==> src/rtl/parking_pkg.sv <==
// Shared definitions for the parking lot gate control slice.
// Contents:
//   state_e                 - gate transaction state encoding (2 bits)
//   DEFAULT_TOTAL_SPACES    - default lot size
//   DEFAULT_TIMEOUT_CYCLES  - default gate-open timeout in cycles
//   DEFAULT_TMO_W           - default timeout counter width
package parking_pkg;

  typedef enum logic [1:0] {
    IDLE       = 2'd0,
    ENTRY_OPEN = 2'd1,
    EXIT_OPEN  = 2'd2,
    CLOSE      = 2'd3
  } state_e;

  localparam int DEFAULT_TOTAL_SPACES   = 200;
  localparam int DEFAULT_TIMEOUT_CYCLES = 1000;
  localparam int DEFAULT_TMO_W          = 10;

endpackage

==> src/rtl/parking_capacity_tracker_if.sv <==
// Bundle of request, sensor and status signals between the gate controller
// and its environment.
// Signals:
//   entry_en, exit_req  - level requests (entry from entry_checker, exit button)
//   car_passed          - one-cycle loop sensor pulse
//   parking_capacity    - free spaces
//   entry_gate, exit_gate, lot_full, busy - registered status
// Modports:
//   master - environment side (drives requests and sensor)
//   slave  - controller side (drives count, gates and status)
interface parking_capacity_tracker_if;

  logic       entry_en;
  logic       exit_req;
  logic       car_passed;
  logic [7:0] parking_capacity;
  logic       entry_gate;
  logic       exit_gate;
  logic       lot_full;
  logic       busy;

  modport master (
    output entry_en, exit_req, car_passed,
    input  parking_capacity, entry_gate, exit_gate, lot_full, busy
  );

  modport slave (
    input  entry_en, exit_req, car_passed,
    output parking_capacity, entry_gate, exit_gate, lot_full, busy
  );

endinterface

==> src/rtl/parking_capacity_tracker_gate_timer.sv <==
// Gate-open timer: counts enabled cycles since the last clear and flags the
// cycle in which the count reaches LIMIT-1.
// Ports:
//   clk, rst_n - clock, asynchronous active-low reset
//   clr        - synchronous clear to zero (wins over en)
//   en         - count enable
//   expired    - high while the count equals LIMIT-1
module gate_timer #(
  parameter int WIDTH = 10,
  parameter int LIMIT = 1000
) (
  input  logic clk,
  input  logic rst_n,
  input  logic clr,
  input  logic en,
  output logic expired
);

  localparam logic [WIDTH-1:0] LAST_C = WIDTH'(LIMIT - 1);

  logic [WIDTH-1:0] count_r;

  // Cycle counter with clear priority over enable.
  always_ff @(posedge clk or negedge rst_n) begin
    if (!rst_n) begin
      count_r <= '0;
    end else if (clr) begin
      count_r <= '0;
    end else if (en) begin
      count_r <= count_r + WIDTH'(1);
    end else begin
      count_r <= count_r;
    end
  end

  assign expired = (count_r == LAST_C);

endmodule

==> src/rtl/parking_capacity_tracker.sv <==
// Owns the free-space count of the lot and sequences one gate transaction at
// a time: open gate, wait for car_passed or timeout, update count, close.
// Ports:
//   clk, rst_n - clock, asynchronous active-low reset
//   bus        - slave side of parking_capacity_tracker_if (requests, sensor,
//                registered count/gates/lot_full/busy)
module parking_capacity_tracker
  import parking_pkg::*;
#(
  parameter int TOTAL_SPACES   = DEFAULT_TOTAL_SPACES,
  parameter int TIMEOUT_CYCLES = DEFAULT_TIMEOUT_CYCLES,
  parameter int TMO_W          = DEFAULT_TMO_W
) (
  input  logic clk,
  input  logic rst_n,
  parking_capacity_tracker_if.slave bus
);

  localparam logic [7:0] TOTAL_C = 8'(TOTAL_SPACES);

  logic       entry_prev_r;
  logic       exit_prev_r;
  logic       entry_edge_r;
  logic       exit_edge_r;
  state_e     state_r;
  state_e     state_s;
  logic [7:0] cap_r;
  logic [7:0] cap_s;
  logic       lot_full_r;
  logic       busy_r;
  logic       entry_gate_r;
  logic       exit_gate_r;
  logic       timer_en_s;
  logic       timer_clr_s;
  logic       timer_expired_s;

  // Registered rising-edge detection; a level already high at reset release
  // counts as an edge because the history registers reset to 0.
  always_ff @(posedge clk or negedge rst_n) begin
    if (!rst_n) begin
      entry_prev_r <= 1'b0;
      exit_prev_r  <= 1'b0;
      entry_edge_r <= 1'b0;
      exit_edge_r  <= 1'b0;
    end else begin
      entry_prev_r <= bus.entry_en;
      exit_prev_r  <= bus.exit_req;
      entry_edge_r <= bus.entry_en & ~entry_prev_r;
      exit_edge_r  <= bus.exit_req & ~exit_prev_r;
    end
  end

  assign timer_en_s  = (state_r == ENTRY_OPEN) || (state_r == EXIT_OPEN);
  assign timer_clr_s = !timer_en_s;

  gate_timer #(
    .WIDTH (TMO_W),
    .LIMIT (TIMEOUT_CYCLES)
  ) u_gate_timer (
    .clk     (clk),
    .rst_n   (rst_n),
    .clr     (timer_clr_s),
    .en      (timer_en_s),
    .expired (timer_expired_s)
  );

  // Next-state and next-count logic; request edges only matter in IDLE.
  always_comb begin
    state_s = state_r;
    cap_s   = cap_r;
    case (state_r)
      IDLE: begin
        if (exit_edge_r && (cap_r < TOTAL_C)) begin
          state_s = EXIT_OPEN;
        end else if (entry_edge_r && (cap_r != 8'd0)) begin
          state_s = ENTRY_OPEN;
        end else begin
          state_s = IDLE;
        end
      end
      ENTRY_OPEN: begin
        if (bus.car_passed) begin
          state_s = CLOSE;
          cap_s   = (cap_r != 8'd0) ? (cap_r - 8'd1) : cap_r;
        end else if (timer_expired_s) begin
          state_s = CLOSE;
        end else begin
          state_s = ENTRY_OPEN;
        end
      end
      EXIT_OPEN: begin
        if (bus.car_passed) begin
          state_s = CLOSE;
          cap_s   = (cap_r < TOTAL_C) ? (cap_r + 8'd1) : cap_r;
        end else if (timer_expired_s) begin
          state_s = CLOSE;
        end else begin
          state_s = EXIT_OPEN;
        end
      end
      CLOSE: begin
        state_s = IDLE;
      end
      default: begin
        state_s = IDLE;
      end
    endcase
  end

  // State register.
  always_ff @(posedge clk or negedge rst_n) begin
    if (!rst_n) begin
      state_r <= IDLE;
    end else begin
      state_r <= state_s;
    end
  end

  // Count and status registers, all derived from the next state/count so
  // they line up with the state register.
  always_ff @(posedge clk or negedge rst_n) begin
    if (!rst_n) begin
      cap_r        <= TOTAL_C;
      lot_full_r   <= (TOTAL_C == 8'd0);
      busy_r       <= 1'b0;
      entry_gate_r <= 1'b0;
      exit_gate_r  <= 1'b0;
    end else begin
      cap_r        <= cap_s;
      lot_full_r   <= (cap_s == 8'd0);
      busy_r       <= (state_s != IDLE);
      entry_gate_r <= (state_s == ENTRY_OPEN);
      exit_gate_r  <= (state_s == EXIT_OPEN);
    end
  end

  assign bus.parking_capacity = cap_r;
  assign bus.lot_full         = lot_full_r;
  assign bus.busy             = busy_r;
  assign bus.entry_gate       = entry_gate_r;
  assign bus.exit_gate        = exit_gate_r;

endmodule
==> src/flat_wrapper.sv <==
// flat-port wrapper written by rule: the top's interface ports become plain ports
module parking_capacity_tracker_flat import parking_pkg::*;
#(
  parameter int TOTAL_SPACES   = DEFAULT_TOTAL_SPACES,
  parameter int TIMEOUT_CYCLES = DEFAULT_TIMEOUT_CYCLES,
  parameter int TMO_W          = DEFAULT_TMO_W
)
  (clk, rst_n, bus_entry_en, bus_exit_req, bus_car_passed, bus_parking_capacity, bus_entry_gate, bus_exit_gate, bus_lot_full, bus_busy);
  parking_capacity_tracker_if bus_i ();
  input  logic clk;
  input  logic rst_n;
  input wire logic [$bits(bus_i.entry_en)-1:0] bus_entry_en;
  input wire logic [$bits(bus_i.exit_req)-1:0] bus_exit_req;
  input wire logic [$bits(bus_i.car_passed)-1:0] bus_car_passed;
  output wire logic [$bits(bus_i.parking_capacity)-1:0] bus_parking_capacity;
  output wire logic [$bits(bus_i.entry_gate)-1:0] bus_entry_gate;
  output wire logic [$bits(bus_i.exit_gate)-1:0] bus_exit_gate;
  output wire logic [$bits(bus_i.lot_full)-1:0] bus_lot_full;
  output wire logic [$bits(bus_i.busy)-1:0] bus_busy;
  assign bus_i.entry_en = bus_entry_en;
  assign bus_i.exit_req = bus_exit_req;
  assign bus_i.car_passed = bus_car_passed;
  assign bus_parking_capacity = bus_i.parking_capacity;
  assign bus_entry_gate = bus_i.entry_gate;
  assign bus_exit_gate = bus_i.exit_gate;
  assign bus_lot_full = bus_i.lot_full;
  assign bus_busy = bus_i.busy;
  parking_capacity_tracker #(.TOTAL_SPACES(TOTAL_SPACES), .TIMEOUT_CYCLES(TIMEOUT_CYCLES), .TMO_W(TMO_W)) u_core (.clk(clk), .rst_n(rst_n), .bus(bus_i));
endmodule
==> config.mk <==
export PLATFORM = sky130hd
export DESIGN_NAME = parking_capacity_tracker_flat
export DESIGN_NICKNAME = d
export VERILOG_FILES = /design/src/rtl/parking_pkg.sv /design/src/rtl/parking_capacity_tracker_if.sv /design/src/rtl/parking_capacity_tracker_gate_timer.sv /design/src/rtl/parking_capacity_tracker.sv /design/src/flat_wrapper.sv
export SDC_FILE = /design/constraint.sdc
export NUM_CORES = 1
export LEC_CHECK = 0
export ABC_CLOCK_PERIOD_IN_PS = 4900
export BUFFER_PORTS_ARGS = -buffer_cell sky130_fd_sc_hd__buf_4
export CAP_MARGIN = 20
export CORE_ASPECT_RATIO = 1.75
export CORE_MARGIN = 2
export CORE_UTILIZATION = 45
export DETAILED_ROUTE_END_ITERATION = 8
export HOLD_SLACK_MARGIN = 0.03
export PLACE_DENSITY = 0.61
export RECOVER_POWER = 50
export SYNTH_ARGS = -nofsm -noshare
export SYNTH_HDL_FRONTEND = slang
export SYNTH_HIERARCHICAL = 1
export SYNTH_SLANG_ARGS = --single-unit
==> constraint.sdc <==
create_clock -name clk -period 4.9 [get_ports clk]
set_input_delay 0 -clock clk [delete_from_list [all_inputs] [get_ports clk]]
set_output_delay 0 -clock clk [all_outputs]
set_load 0.02 [all_outputs]
==> impl_results.md <==
* Hold-fix buffer count after cts at 3
* Synth Register Bits at 28
* Via count at 1498
* Max-slew violation count at 0
* Commonest non-fill, non-tap cells in the layout: 25 x dfrtp_1, 22 x nand2_1, 18 x nor2_1
* Data required, critical path at 5.05 ns
* Post-CTS Resized at 0
* Die X at 51.7 um
* Commonest non-fill, non-tap cell in the layout: dfrtp_1
* Vias per Instance at 6.04
* Total global-route track usage at 23.1%
* Biggest area consumer among synthesized cells: dfrtp_1
* Clock skew at 0.00184 ns
* Post-Syn Nets at 200
* Layout cells sized above 1 at 16.5%
* FP Rows at 30
* Die height at 87.4 um
* Fill count at 374
* Actual slew at the worst max-slew pin at 1.50 ns
* Post-route design area at 1970 um2
* Syn-to-layout area delta at 9.86%
* Top_reg_cell synth: dfrtp_1
* Post-synth top area share at 35.0%
* Arrival time worst endpoint at 2.92 ns
* Post-synthesis sequential area ratio at 39.4%
* IR Drop Worst-Case VDD at 220 uV
* Antenna violations before repair at 0
* Async SR Flop Fraction at 100%
* IO Port Bufs at 16
* Core area at 3830 um2
* ANT nets after route at 0
* CTS Root Buffer Type: clkbuf_8
* Post-CTS setup buffer count at 0
* Cts bufs inserted at 3
* Die Area at 4520 um2
* # Max-Cap Violations at 1
* Final Wtd Congestion at 0.950
* Tcrit/Tclk final at 56.4%
* Crit path max fanout at 18
* RSZ-0062 raised after global routing: no
* Final nets at 213
* Fmax at 362 MHz
* H-tree depth at 1
* Placed inst area at 1890 um2
* Cell area after synthesis at 1790 um2
* Starting density of the core at 46.7%
* Slew HR at 0.219%
* Longest Clk Path Bufs at 2
* Final setup viols at 0
* Failing checks: max-capacitance violations
* Total chip power at 0.976 mW
* First-pass GRT wire length at 7.62 mm
* Clock transition at the registers of the reported paths at 0.10 ns
* Largest net degree at the start of global routing at 29
* Fin Hold WS at 0.214 ns
* Clock period minus worst slack at 2.76 ns
* Synth top area cells: dfrtp_1 35%, ha_1 4.9%, nand2_1 4.6%
* Outcome: finished with violations
* Drt drc at 0
* CTS Sinks at 28
* DRT iter0 DRCs at 66
* ANT cells at 0
* Hpwl dp at 3.43 mm
* Avg Inst Size Synth at 9.52 um2
* Drt wl/cell at 18.7 um
* Final WL at 4.63 mm
* Worst Hold Class: input pin to flip-flop
* Setup TNS at 0 ns
* Post-route core utilization at 51.3%
* Crit path kind: flip-flop to flip-flop
* Ports at 17
* DRT Pass-1 Iters at 4
* Number of synthesized flops with an enable pin at 0
* Mapped Cells at 188
* CTS tree: built
* Pwr Density at 496 nW/um2
* Grt total ovfl at 0
* Synth Warn # at 6
* Startpoint Class: flip-flop
* Vias in the first global route at 1577
* Hold Vio Cnt, Final at 0
* Leakage dissipation at 0.856 nW
* CP Capture Type: flip-flop
* Clock latency on the worst-skew pair at 0.27 ns
* Cell variety after synth at 56
registers in the layout, summed over array words and instances (netlist names):
signal	count
u_core/u_gate_timer/count_r	10
u_core/bus.parking_capacity	8
u_core/state_r	2
u_core/bus.busy	1
u_core/bus.entry_gate	1
u_core/bus.exit_gate	1
u_core/bus.lot_full	1
u_core/entry_edge_r	1
u_core/entry_prev_r	1
u_core/exit_edge_r	1
u_core/exit_prev_r	1
area by class of cell:
cell class	instances	area [um2]	share of cell area, %
multi-input combinational	139	970	49.3
sequential	28	704	35.8
timing repair buffer	19	139	7.07
tap	48	60.1	3.06
clock buffer	4	55.1	2.80
inverter	10	37.5	1.91
cell usage after synthesis (2+ instances only):
| master | count |
|---|---|
| dfrtp_1 | 25 |
| nand2_1 | 22 |
| nor2_1 | 18 |
| a21oi_1 | 12 |
| inv_1 | 10 |
| ha_1 | 7 |
| o31ai_1 | 6 |
| buf_4 | 5 |
| nor2b_1 | 5 |
| nand3_1 | 4 |
| nand4_1 | 4 |
| o21ai_0 | 4 |
| or4_1 | 4 |
| a211oi_1 | 3 |
| a31oi_1 | 3 |
| dfstp_2 | 3 |
| nor3_1 | 3 |
| xor2_1 | 3 |
| a221o_1 | 2 |
| a41o_1 | 2 |
| and3_1 | 2 |
| buf_2 | 2 |
| buf_6 | 2 |
| clkbuf_1 | 2 |
| mux2_2 | 2 |
| mux2i_1 | 2 |
| nor3b_1 | 2 |
metal layers:
metal | GRT usage (%) | routed length (um)
met3 | 2.06 | 137
met5 | 0 | 0
met1 | 24.0 | 1700
met2 | 42.4 | 2520
met4 | 15.1 | 262
stage by stage:
step,worst slack (ns),std cells
after floorplan,2.68,188
after global placement,2.34,241
after detailed placement,2.21,241
after CTS,2.16,248
after global routing,1.95,248
final,2.14,248
worst max-delay path, stage by stage (launching register included):
cell	delay (ns)
dfrtp_1	0.37
inv_1	0.06
ha_1	0.72
inv_1	0.49
nor4_1	0.45
a211oi_1	0.13
a31oi_1	0.33
nor4b_4	0.09
cells by family (layout without fill, tap and decap cells):
family / Yosys count / in the layout / synth area share [%]
compound gates: 45 / 45 / 19.3
xor+xnor: 4 / 4 / 1.96
fa+ha+maj: 7 / 7 / 4.89
buf+inv: 21 / 33 / 6.43
flops: 28 / 28 / 39.4
mux: 5 / 5 / 3.22
simple gates: 78 / 78 / 24.8
power breakdown:
group	switching, mW	internal, mW	leakage (nW)
Combinational	0.301	0.180	0.462
Sequential	0.0719	0.278	0.365
Clock	0.0722	0.0720	0.0288
Total	0.445	0.530	0.856
final timing paths:
check	startpoint	endpoint	slack, ns	cells after the start
setup / recovery	u_core/state_r[0]	u_core/bus.lot_full	2.14	7
hold / removal	bus_car_passed	u_core/bus.parking_capacity[2]	0.21	4
setup reg to reg	u_core/state_r[0]	u_core/bus.lot_full	2.14	7
hold reg to reg	u_core/exit_prev_r	u_core/exit_edge_r	0.40	1
max in group asynchronous	rst_n	u_core/bus.parking_capacity[0]	3.42	2
min in group asynchronous	rst_n	u_core/u_gate_timer/count_r[2]	0.61	2
(Power assumes the default switching activity.)
